`src/rtl/ps2_host_tx.sv`:
```
// Host-to-device PS/2 transmitter: inhibits the bus, requests to send, shifts one
// command byte out on device clock falls and checks the device's ack bit.
module ps2_host_tx #(
    parameter int INHIBIT_CYCLES = 1600,
    parameter int TIMEOUT_CYCLES = 32000,
    parameter int FILTER_LEN     = 8
) (
    input  logic       CLK,
    input  logic       RESET,
    input  logic       PS2_CLK,
    input  logic       PS2_DATA,
    output logic       PS2_CLK_OE,
    output logic       PS2_DATA_OE,
    input  logic [7:0] TX_DATA,
    input  logic       TX_START,
    output logic       BUSY,
    output logic       DONE,
    output logic       ERROR
);
    localparam int CNT_MAX = (INHIBIT_CYCLES > TIMEOUT_CYCLES) ? INHIBIT_CYCLES : TIMEOUT_CYCLES;
    localparam int CNT_W   = $clog2(CNT_MAX + 1);

    localparam logic [CNT_W-1:0] INH_START = CNT_W'(INHIBIT_CYCLES - 2);
    localparam logic [CNT_W-1:0] INH_LAST  = CNT_W'(INHIBIT_CYCLES - 1);
    localparam logic [CNT_W-1:0] TMO_LAST  = CNT_W'(TIMEOUT_CYCLES - 1);

    typedef enum logic [2:0] {
        IDLE,
        INHIBIT,
        REQ,
        SEND,
        ACK,
        WAIT_IDLE
    } state_t;

    state_t                state;
    logic [FILTER_LEN-1:0] clk_shift;
    logic                  clk_filt;
    logic                  clk_fall;
    logic                  data_q;
    logic [9:0]            frame;
    logic [3:0]            bit_idx;
    logic [CNT_W-1:0]      cnt;
    logic                  tracking;
    logic                  timed_out;

    // The filtered clock only changes once the whole window agrees, so short glitches vanish.
    always_ff @(posedge CLK) begin
        if (RESET) begin
            clk_shift <= '1;
            clk_filt  <= 1'b1;
            clk_fall  <= 1'b0;
            data_q    <= 1'b1;
        end else begin
            clk_shift <= {clk_shift[FILTER_LEN-2:0], PS2_CLK};
            data_q    <= PS2_DATA;
            clk_fall  <= 1'b0;
            if (&clk_shift) begin
                clk_filt <= 1'b1;
            end else if (~|clk_shift) begin
                clk_filt <= 1'b0;
                clk_fall <= clk_filt;
            end
        end
    end

    assign tracking  = state inside {REQ, SEND, ACK, WAIT_IDLE};
    assign timed_out = (cnt == TMO_LAST);

    always_ff @(posedge CLK) begin
        if (RESET) begin
            state       <= IDLE;
            PS2_CLK_OE  <= 1'b0;
            PS2_DATA_OE <= 1'b0;
            BUSY        <= 1'b0;
            DONE        <= 1'b0;
            ERROR       <= 1'b0;
            frame       <= '0;
            bit_idx     <= '0;
            cnt         <= '0;
        end else begin
            // NOTE: DONE/ERROR default low every cycle so any assignment below is a single-cycle pulse.
            DONE  <= 1'b0;
            ERROR <= 1'b0;
            if (tracking && timed_out && !clk_fall) begin
                state       <= IDLE;
                PS2_CLK_OE  <= 1'b0;
                PS2_DATA_OE <= 1'b0;
                BUSY        <= 1'b0;
                ERROR       <= 1'b1;
                cnt         <= '0;
            end else begin
                if (tracking) cnt <= clk_fall ? '0 : cnt + 1'b1;
                case (state)
                    IDLE: begin
                        if (TX_START) begin
                            frame      <= {1'b1, ~^TX_DATA, TX_DATA};
                            PS2_CLK_OE <= 1'b1;
                            BUSY       <= 1'b1;
                            cnt        <= '0;
                            state      <= INHIBIT;
                        end
                    end
                    INHIBIT: begin
                        cnt <= cnt + 1'b1;
                        // Start bit goes down while the clock is still held, one cycle before release.
                        if (cnt == INH_START) PS2_DATA_OE <= 1'b1;
                        if (cnt == INH_LAST) begin
                            PS2_CLK_OE <= 1'b0;
                            cnt        <= '0;
                            state      <= REQ;
                        end
                    end
                    REQ: begin
                        if (clk_fall) begin
                            PS2_DATA_OE <= ~frame[0];
                            bit_idx     <= 4'd1;
                            state       <= SEND;
                        end
                    end
                    SEND: begin
                        if (clk_fall) begin
                            PS2_DATA_OE <= ~frame[bit_idx];
                            if (bit_idx == 4'd9) state <= ACK;
                            else bit_idx <= bit_idx + 1'b1;
                        end
                    end
                    ACK: begin
                        if (clk_fall) begin
                            PS2_DATA_OE <= 1'b0;
                            if (data_q) begin
                                ERROR <= 1'b1;
                                BUSY  <= 1'b0;
                                state <= IDLE;
                            end else begin
                                state <= WAIT_IDLE;
                            end
                        end
                    end
                    WAIT_IDLE: begin
                        if (clk_filt && data_q) begin
                            DONE  <= 1'b1;
                            BUSY  <= 1'b0;
                            state <= IDLE;
                        end
                    end
                    default: state <= IDLE;
                endcase
            end
        end
    end
endmodule

```
`config.mk`:
```
export PLATFORM = sky130hd
export DESIGN_NAME = ps2_host_tx
export DESIGN_NICKNAME = d
export VERILOG_FILES = /design/src/rtl/ps2_host_tx.sv
export SDC_FILE = /design/constraint.sdc
export NUM_CORES = 1
export LEC_CHECK = 0
export ABC_CLOCK_PERIOD_IN_PS = 4260
export CAP_MARGIN = 25
export CORE_MARGIN = 2
export CORE_UTILIZATION = 46
export DETAILED_ROUTE_END_ITERATION = 8
export PLACE_DENSITY = 0.77
export SLEW_MARGIN = 20
export SYNTH_ARGS = -nofsm -noshare
export SYNTH_HDL_FRONTEND = slang
export SYNTH_SLANG_ARGS = --single-unit
export TNS_END_PERCENT = 20
```
`constraint.sdc`:
```
create_clock -name CLK -period 4.26 [get_ports CLK]
set_clock_uncertainty 0.1 [all_clocks]
set_input_delay 0.639 -clock CLK [delete_from_list [all_inputs] [get_ports CLK]]
set_output_delay 0.639 -clock CLK [all_outputs]
set_load 0.05 [all_outputs]
```
==> summary.md <==
| Metric | Value |
|---|---|
| Max incr delay on CP | slightly below 0.8 ns |
| 1st-iter DRT viols | between 200 and 250 |
| CP max stage cell | dfxtp_1 |
| TritonCTS clock tree | done |
| Smallest setup slack after layout | 1.70 ns |
| CTS sink count | 48 |
| Vias after detailed routing | 2162 |
| Buffer levels on the longest clock path | 2 |
| Final Power | 1.48 mW |
| Unrepaired setup endpoints after global routing | false |
| Count of warnings emitted by yosys | 0 |
| Signal arrival time at the worst endpoint | 2.62 ns |
| Cells after Synth | roughly 300 |
| Pwr dens | 527 mW/mm^2 |
| Port-buffer cells | 17 |
| Level count of the clock H-tree | 2 |
| Wire length of the first global-routing pass | about 9.1 mm |
| Final-layout worst hold slack | approximately 0.36 ns |
| Endpoint type of the worst setup path | register |
| Adder-Cell Fraction of Synth Area | 2.00% |
| Library cell occupying the most area in the post-synthesis netlist | dfxtp_1 |
| Global router's overall resource usage | around 18% |
| Number of enable-type register cells in the synthesized netlist | 0 |
| Max-slew violation count | 0 |
| Most numerous cell in the Yosys netlist | dfxtp_1 |
| Placeable Area | 0.00517 mm^2 |
| Number of diodes added for antenna fixing | 0 |
| Buffers inserted during post-CTS setup optimization | 0 |
| Starting Density | 48.5% |
| Predominant post-synthesis flop cell | dfxtp_1 |
| Period utilisation layout | 60.1% |
| First-pass iteration count of the detailed router | 4 |
| Max Fanout on Critical Path | 23 |
| Clock transition at the register clock pins on the worst setup and hold paths after CTS | 0.09 ns |
| # resized after CTS | 0 |
| Count of nets left with antenna violations after detail routing | 0 |
| Highest clock frequency the design can meet | ~390 MHz |
| Via count of the first global-routing pass | 1966 |
| Remaining DRCs | 0 |
| Nature of the critical path startpoint | register |
| Worst slack at placement | 1.76 ns |
| Final global-route overflow total | 0 |
| Routed WL | 5.14 mm |
| Worst voltage drop across the vdd grid | roughly 0.27 mV |
| Finish-stage setup viols | 0 |
| Hold path cells | 2 |
| Die boundary width | between 70 and 80 um |
| Status | finished clean |
| Critical path start-end classification | register to register |
| Num rows | 26 |
| Top cell types by occurrence after synthesis | dfxtp_1 (48), nand2_1 (41), a21oi_1 (31) |
| Worst Reg-to-Reg Cells | 5 |
| Layout net count | 327 |
| Area fraction of the dominant cell type after synthesis | a little under two fifths |
| Netlist area before placement | 0.00251 mm^2 |
| Synth area leaders | dfxtp_1 (38%), a21oi_1 (6.2%), nand2_1 (6.1%) |
| Data required time at the worst endpoint | 4.32 ns |
| Simple-gate portion of the synthesized area | 32.0% |
| Via-per-instance ratio | 5.67 |
| Maxcap violations | 0 |
| Multiplexer area fraction after synthesis | 2.99% |
| Number of endpoints with negative hold slack in the final report | 0 |
| Synthesized area per cell | 8.28 um^2 |
| #FFs+latches synth | 48 |
| Worst rel slew slack | 44.9% |
| Synthesis-to-layout area growth | 11.8% |
| Global placement routability congestion | 0.864 |
| Chip height | 77.9 um |
| Post-Synth XOR/XNOR Area | 3.49% |
| Slew at the pin closest to its max-slew limit | 0.827 ns |
| Final worst path period need | 2.56 ns |
| Setup TNS Final | 0 ns |
| Post-CTS Hold Fix Bufs | 0 |
| IO Pins | 18 |
| Pleak | between 0.9 and 1 nW |
| CTS root buf | clkbuf_8 |
| Classification of the worst-slack hold path | register to register |
| Post-synthesis compound-gate area fraction | 17.0% |
| Source-to-sink clock delay at the later pin of the worst-skew pair | 0.30 ns |
| Number of antenna violations at the first check in global routing | 0 |
| Number of buffers added by the clock tree synthesis step | 5 |
| Fraction of layout instances using a drive strength above 1 | 9.65% |
| Fraction of registers with async set/reset | 0% |
| Estimated wirelength of the detail-placed design | ~3.5 mm |
| Post-synthesis sequential area ratio | between 30% and 40% |
| Main combinational cell family by area after synthesis | simple AND/OR/NAND/NOR gates |
| Ordered list of cells on the worst path | xor2_1, nor4b_1, nand2_1, nand2b_1, o31ai_1 |
| Net count after synthesis | 320 |
| Largest net degree at the start of global routing | 29 |
| Yosys cell types | between 50 and 60 |
| Per-cell routed wire length | 13.5 um |
| Die Area | 0.00606 mm^2 |
## kinds of logic (layout without fill, tap and decap cells)
kind of cell / count (synthesis) / count (layout)
buffers and inverters: 24 / 32
XOR/XNOR: 10 / 10
adder cells (fa/ha/maj): 4 / 4
multiplexers: 5 / 5
AO/OA/AOI/OAI: 69 / 69
flip-flops: 48 / 48
AND/OR/NAND/NOR: 143 / 143
## worst paths after layout
check | start | slack (ns) | to
setup / recovery | state[2] | 1.70 | cnt[11]
hold / removal | frame[1] | 0.36 | frame[1]
setup reg to reg | state[2] | 1.70 | cnt[11]
hold reg to reg | frame[1] | 0.36 | frame[1]
## flip-flops by register name (all words and copies together) (netlist names)
signal and cells:
bit_idx 4, ERROR 1, PS2_CLK_OE 1, clk_fall 1, frame 10, cnt 15, PS2_DATA_OE 1, clk_shift 8
BUSY 1, data_q 1, DONE 1, clk_filt 1, state 3
## cell type report
cell class	instances	area, um^2
Inverter	6	22.5
Sequential cell	48	961
Clock inverter	3	47.5
Multi-Input combinational cell	231	1440
Timing Repair Buffer	18	178
Clock buffer	5	68.8
Fill cell	476	2370
Tap cell	70	87.6
## stage by stage
| stage | instances | util [%] | cell area [um^2] |
|---|---|---|---|
| after CTS | 381 | 54.2 | 2810 |
| after global routing | 381 | 54.2 | 2810 |
| after detailed placement | 373 | 52.0 | 2690 |
| after global placement | 373 | 52.0 | 2690 |
| after floorplan | 303 | - | 2510 |
| final | 381 | 54.2 | 2810 |
## critical path: cells and delay by family (launching register included)
family / cells / cell delay [ns]
simple gates: 3 / 1.14
flops: 1 / 0.78
xor+xnor: 1 / 0.23
compound gates: 1 / 0.17
## routing by layer
layer | vias to the layer above | global-route usage, % | share of wire (%)
li1 | 1102 | - | -
met1 | 1005 | 25.6 | 49
met2 | 44 | 27.2 | 45
met3 | 11 | 4.07 | 3.7
met4 | 0 | 7.86 | 2.2
met5 | - | 0 | 0
## power breakdown
part           total [mW]  internal, mW  switching [mW]  leakage, nW
clock               0.340         0.177           0.163       0.0583
combinational       0.530         0.206           0.324        0.462
sequential          0.607         0.502           0.106        0.391
## layout by cell type (no fill, tap or decap), types with 3 or more instances in the layout
| master | count |
|---|---|
| dfxtp_1 | 48 |
| nand2_1 | 41 |
| a21oi_1 | 31 |
| nor2_1 | 18 |
| clkdlybuf4s50_1 | 17 |
| nand3_1 | 14 |
| o21ai_0 | 10 |
| or2_2 | 10 |
| nor3_1 | 10 |
| or3_1 | 9 |
| a31oi_1 | 8 |
| nand2b_1 | 7 |
| xnor2_1 | 7 |
| inv_1 | 6 |
| nand4_1 | 6 |
| a211oi_1 | 6 |
| clkbuf_8 | 5 |
| nor4_1 | 4 |
| ha_1 | 4 |
| xor2_1 | 3 |
| nand3b_1 | 3 |
| mux2i_1 | 3 |
No activity file was read; power rests on OpenSTA's default activity.
